--- config.mk ---
export PLATFORM = sky130hd
export DESIGN_NAME = mvm_accel_unit
export DESIGN_NICKNAME = d
export VERILOG_FILES = /design/src/rtl/mvm_accel_unit.sv
export SDC_FILE = /design/constraint.sdc
export NUM_CORES = 1
export LEC_CHECK = 0
export CORE_MARGIN = 5
export CORE_UTILIZATION = 40
export CTS_CLUSTER_DIAMETER = 30
export DETAILED_ROUTE_END_ITERATION = 8
export PLACE_DENSITY = 0.56
export SYNTH_ARGS = -nofsm -noshare
export SYNTH_HDL_FRONTEND = slang
export SYNTH_SLANG_ARGS = --single-unit
--- constraint.sdc ---
create_clock -name clk -period 7.15 [get_ports clk]
set_input_delay 1.43 -clock clk [delete_from_list [all_inputs] [get_ports clk]]
set_output_delay 1.43 -clock clk [all_outputs]
set_load 0.005 [all_outputs]
--- src/rtl/mvm_accel_unit.sv ---
// rtl/mvm_accel_unit.sv - matrix-vector multiply accelerator behind the MVM/DIC instruction pair
module mvm_accel_unit #(
  parameter int N      = 4,
  parameter int ELEM_W = 8,
  parameter int RES_W  = 16
) (
  input  logic        clk,
  input  logic        rst,
  input  logic        instr_valid,
  input  logic [15:0] instr,
  input  logic [15:0] rs_data,
  output logic        stall,
  output logic [15:0] dic_data,
  output logic        busy,
  output logic        done
);

  localparam logic [4:0] OP_MVM  = 5'b11111;
  localparam logic [4:0] OP_DIC  = 5'b11110;
  localparam logic [1:0] SUB_LDW = 2'b00;
  localparam logic [1:0] SUB_LDV = 2'b01;
  localparam logic [1:0] SUB_GO  = 2'b10;
  localparam logic [1:0] SUB_CLR = 2'b11;
  localparam logic [1:0] LAST    = 2'(N - 1);

  typedef enum logic {
    IDLE,
    CALC
  } state_t;

  state_t state;

  // Operand and result storage
  logic signed [ELEM_W-1:0] w [N][N];
  logic signed [ELEM_W-1:0] v [N];
  logic signed [RES_W-1:0]  r [N];
  logic signed [RES_W-1:0]  acc;
  logic [1:0]               row_cnt;
  logic [1:0]               col_cnt;

  // Instruction fields
  logic       is_mvm;
  logic       is_dic;
  logic       mvm_go;
  logic [1:0] sub_op;
  logic [1:0] f_row;
  logic [1:0] f_col;
  logic [ELEM_W-1:0] elem;

  // MAC datapath
  logic signed [RES_W-1:0] prod;
  logic signed [RES_W-1:0] acc_next;

  logic unused;

  assign is_mvm = (instr[15:11] == OP_MVM);
  assign is_dic = (instr[15:11] == OP_DIC);
  assign sub_op = instr[10:9];
  assign f_row  = instr[7:6];
  assign f_col  = instr[5:4];
  assign elem   = rs_data[ELEM_W-1:0];
  assign unused = ^{instr[8], instr[3:0], rs_data[15:ELEM_W]};

  // MVM instructions only take effect when the unit is not computing;
  // otherwise they are stalled and re-presented by the CPU.
  assign mvm_go = instr_valid && is_mvm && !busy;
  assign stall  = instr_valid && busy && (is_mvm || is_dic);

  // Both operands are widened before multiplying so the full signed product fits.
  assign prod     = RES_W'(w[row_cnt][col_cnt]) * RES_W'(v[col_cnt]);
  assign acc_next = ((col_cnt == 2'd0) ? '0 : acc) + prod;

  assign dic_data = (instr_valid && is_dic && !stall) ? 16'(r[f_col]) : 16'd0;

  // Control FSM, operand loads and the sequential MAC walk (col inner, row outer)
  always_ff @(posedge clk) begin
    if (rst) begin
      state   <= IDLE;
      busy    <= 1'b0;
      done    <= 1'b0;
      row_cnt <= 2'd0;
      col_cnt <= 2'd0;
      acc     <= '0;
      for (int i = 0; i < N; i++) begin
        v[i] <= '0;
        r[i] <= '0;
        for (int j = 0; j < N; j++) begin
          w[i][j] <= '0;
        end
      end
    end else begin
      case (state)
        IDLE: begin
          if (mvm_go) begin
            case (sub_op)
              SUB_LDW: w[f_row][f_col] <= elem;
              SUB_LDV: v[f_col] <= elem;
              SUB_GO: begin
                state   <= CALC;
                busy    <= 1'b1;
                done    <= 1'b0;
                row_cnt <= 2'd0;
                col_cnt <= 2'd0;
                acc     <= '0;
              end
              SUB_CLR: begin
                done <= 1'b0;
                for (int i = 0; i < N; i++) begin
                  v[i] <= '0;
                  r[i] <= '0;
                  for (int j = 0; j < N; j++) begin
                    w[i][j] <= '0;
                  end
                end
              end
              default: ;
            endcase
          end
        end
        CALC: begin
          acc <= acc_next;
          if (col_cnt == LAST) begin
            r[row_cnt] <= acc_next;
            col_cnt    <= 2'd0;
            if (row_cnt == LAST) begin
              state   <= IDLE;
              busy    <= 1'b0;
              done    <= 1'b1;
              row_cnt <= 2'd0;
            end else begin
              row_cnt <= row_cnt + 2'd1;
            end
          end else begin
            col_cnt <= col_cnt + 2'd1;
          end
        end
        default: begin
          state <= IDLE;
          busy  <= 1'b0;
        end
      endcase
    end
  end

endmodule

==> out/qor.txt <==
Synthesis-stage register bit count - 251
Endpoint kind of the worst setup timing path - register
Number of nets still failing antenna checks after routing - 0
Pin slew with the least headroom to its limit - 1110 ps
Top cell type's share of synthesized area - 35.5%
Setup slack of the most critical reg-to-reg path - 430 ps
Peak clock frequency supported by timing - 149 MHz
Library cell contributing the largest single delay on the critical path - sky130_fd_sc_hd__mux4_1
Multiplexer area fraction after synthesis - 10.4%
Site row count - 69
Final setup violating endpoints - 0
Final sum of negative setup slack - 0 ps
Category of the most critical setup path - register to register
Clock sink count - 251
Clock root buffer - sky130_fd_sc_hd__clkbuf_16
Maximum fanout along the worst path - 14
Clock-pin transition on the worst setup and hold timing paths - 50 ps
Cell repeated most along the worst path - sky130_fd_sc_hd__fa_1
Vias in the first global route - 9926
Die area - 39400 sq um
Aggregate routed wire length - 34.9 mm
Bufs on Longest Clock Path - 3
Compound-cell area share of the yosys netlist - 4.89%
Nets - 1401
Depth of the most critical reg-to-reg path - 15
TritonCTS clock tree - built
Share of synthesized flip-flops with an asynchronous set or reset - 0%
Combinational share of power - 9.8%
Aggregate global-route resource usage - 18.3%
Maximum number of pins on one net before global-route repair - 82
Syn Std Cell Area - 14200 sq um
Leak pwr - 6.47 nW
Die extent in y - 198 microns
Post-synth EDFFs - 168
Detailed-route via count - 9200
Initial standard-cell utilization of the core - 40.3%
Most common cell in the synthesized netlist - sky130_fd_sc_hd__edfxtp_1
Final Max Tran Viols - 0
MaxCap Viol Count - 0
Part of the power in the clock network - 55.0%
Syn avg cell area - 11.8 sq um
Post-CTS setup repair buffer count - 0
Switching power as a share of total power - 24.5%
Post-synth top area cell - sky130_fd_sc_hd__edfxtp_1
Top cells by instance count after synthesis - 168 x sky130_fd_sc_hd__edfxtp_1, 118 x sky130_fd_sc_hd__and2_1, 102 x sky130_fd_sc_hd__nor2_1
Dominant combinational cell family by area after synthesis - simple AND/OR/NAND/NOR gates
Post-route worst hold slack - 469 ps
Cell internal power dissipation - 3.42 mW
Global-route wire length before repair - 56.5 mm
Worst clock skew - 18.3 ps
Hold EP - acc[13]$_SDFFE_PP0P_
Most common flop cell mapped by yosys - sky130_fd_sc_hd__edfxtp_1
HP Start - acc[13]$_SDFFE_PP0P_
Placed wire-length estimate - 23.3 mm
Horizontal die dimension - 198 microns
Source-to-sink clock delay at the later pin of the worst-skew pair - 560 ps
Post-detailed-route via-to-cell ratio - 5.23
Post-synthesis instance total - 1205
Detailed-route DRC error count - 0
Total power after layout - 4.52 mW
Largest incremental delay on the critical path - 640 ps
First drt pass iteration count - 5
Per-cell routed wire length - 19.8 microns
Ratio of cells with drive above 1 in the final layout - 14.4%
Basic-gate share of the synthesized area counting and, or, nand and nor cells - 18.5%
Worst hold stages - 2
Sequential fraction of the synthesis area - 47.2%
Count of buffering cells on the critical path with inverters included - 0
Number of buffers inserted by port buffering - 40
Power per Cell Area - 267 nW/um^2
Ports - 54
RSZ-0062 raised after global routing - no
Number of cells on the critical path - 15
Global placer's final weighted congestion - 0.763
Path type of the worst min-delay path - register to register
Number of antenna violations at the first check in global routing - 0
Period utilisation layout - 94.0%
Area of the core - 35300 sq um
Cell breakdown of the critical path - mux4_1, mux4_2, and2_1, fa_1, fa_1, fa_1, fa_1, fa_1, ha_1, o21ai_0, o21ai_0, o31ai_1, o21bai_1, xnor2_1, nor2_1
CP startpoint kind - register
Xor/xnor cell area share of the yosys netlist - 1.17%
H-Tree Level Count - 2
Minimum clock period after layout - 6720 ps
Run status - finished, final reports clean
Cell types with the largest area share after synthesis - sky130_fd_sc_hd__edfxtp_1 35%, sky130_fd_sc_hd__dfxtp_1 12%, sky130_fd_sc_hd__fa_1 10%
Total gr overflow - 0
Count of warnings emitted by yosys - 0
Worst Path Required - 7420 ps
End of the worst register-to-register path - r[3][13]$_SDFFCE_PN0P_
Nets in the synthesized netlist - 1354
Worst path top cell family by delay - adder cells
Number of hold-slack violations in the final timing report - 0
Reported net switching power - 1.11 mW
Max-slew headroom at the worst pin - 24.9%
DRC marker count from the first detailed-route iteration - 617
Max rail drop VDD - 0.000170 V
Data arrival, critical path - 6990 ps
Number of different library cells in the post-synthesis netlist - 53
Post-synthesis share of cell area spent on full adders, half adders and majority gates - 13.8%
Relative area change from synthesis to final layout - 19.4%
Relative contribution of sequential cells to total power - 35.1%
TritonCTS buffer count - 54
## kinds of logic after synthesis
group | Yosys count
compound gates | 123
buf+inv | 146
xor+xnor | 19
simple gates | 486
fa+ha+maj | 114
mux | 66
flops | 251
## per-stage QoR
step | instances | util [%] | instance area [sq um] | worst slack, ps
3_5_place_dp | 1657 | 42.8 | 15100 | 174
6_report | 1759 | 48.0 | 17000 | 431
5_1_grt | 1758 | 48.0 | 17000 | 135
2_1_floorplan | 1205 | - | 14200 | 1220
3_3_place_gp | 1657 | 42.8 | 15100 | 278
4_1_cts | 1758 | 48.0 | 17000 | 178
## cell type report
class | count | area, sq um
fill | 3110 | 18300
sequential | 251 | 6710
multi-input combinational | 808 | 6940
timing repair buffer | 65 | 608
inverter | 72 | 270
tap | 461 | 577
clock inverter | 38 | 424
antenna | 1 | 2.50
clock buffer | 63 | 1440
## what timing repair did
item / 4_1_cts / 5_1_grt
hold buffers: 0 / 0
gates resized for setup: 0 / 1
setup endpoints to repair: 0 / 8
## worst max path at each step
| stage | slack, ps | endpoint | from |
|---|---|---|---|
| finish | 430 | r[3][13]$_SDFFCE_PN0P_ | register |
| floorplan | 1220 | r[3][15]$_SDFFCE_PN0P_ | register |
| detailed placement | 170 | r[3][13]$_SDFFCE_PN0P_ | register |
| CTS | 180 | r[3][13]$_SDFFCE_PN0P_ | register |
| global route | 140 | r[3][12]$_SDFFCE_PN0P_ | register |
| global placement | 280 | r[3][13]$_SDFFCE_PN0P_ | register |
## layer usage
layer / GRT usage [%] / routed length, microns
met2: 32.0 / 17900
met1: 23.8 / 15100
met5: 0 / 0
met3: 3.03 / 1300
met4: 4.79 / 613
## worst min-delay path, stage by stage (launching register included)
cell and delay, ps:
sky130_fd_sc_hd__dfxtp_1 330, sky130_fd_sc_hd__nand2_1 50, sky130_fd_sc_hd__o21ai_0 50
## cells in the final DEF (no fill, tap or decap), drive strengths merged, types with 3 or more instances in the layout
cell / count
a21o: 4
a21oi: 69
a22oi: 6
and2: 119
and3: 23
buf: 26
bufinv: 6
clkbuf: 63
clkdlybuf4s50: 39
clkinv: 17
clkinvlp: 8
dfxtp: 83
edfxtp: 168
fa: 71
ha: 43
inv: 79
mux4: 63
nand2: 96
nand2b: 14
nand3: 13
nand3b: 56
nand4: 3
nor2: 105
nor2b: 30
nor3: 9
nor4: 7
o21a: 3
o21ai: 25
or2: 4
or3: 5
xnor2: 14
xor2: 5
## state kept, by name, indices dropped and copies added, names as in the netlist, named ones only
| register | count |
|---|---|
| v | 32 |
| busy | 1 |
| w | 128 |
| acc | 16 |
| row_cnt | 2 |
| r | 64 |
| col_cnt | 2 |
| done | 1 |
| state | 1 |
## power by group through the flow
stage	clock, mW	sequential [mW]	combinational [mW]
2_1_floorplan	0	1.61	0.306
3_3_place_gp	0	1.61	0.444
3_5_place_dp	0	1.62	0.450
4_1_cts	2.53	1.59	0.452
5_1_grt	2.62	1.59	0.494
6_report	2.49	1.59	0.445
No activity file was read; power rests on OpenSTA's default activity.
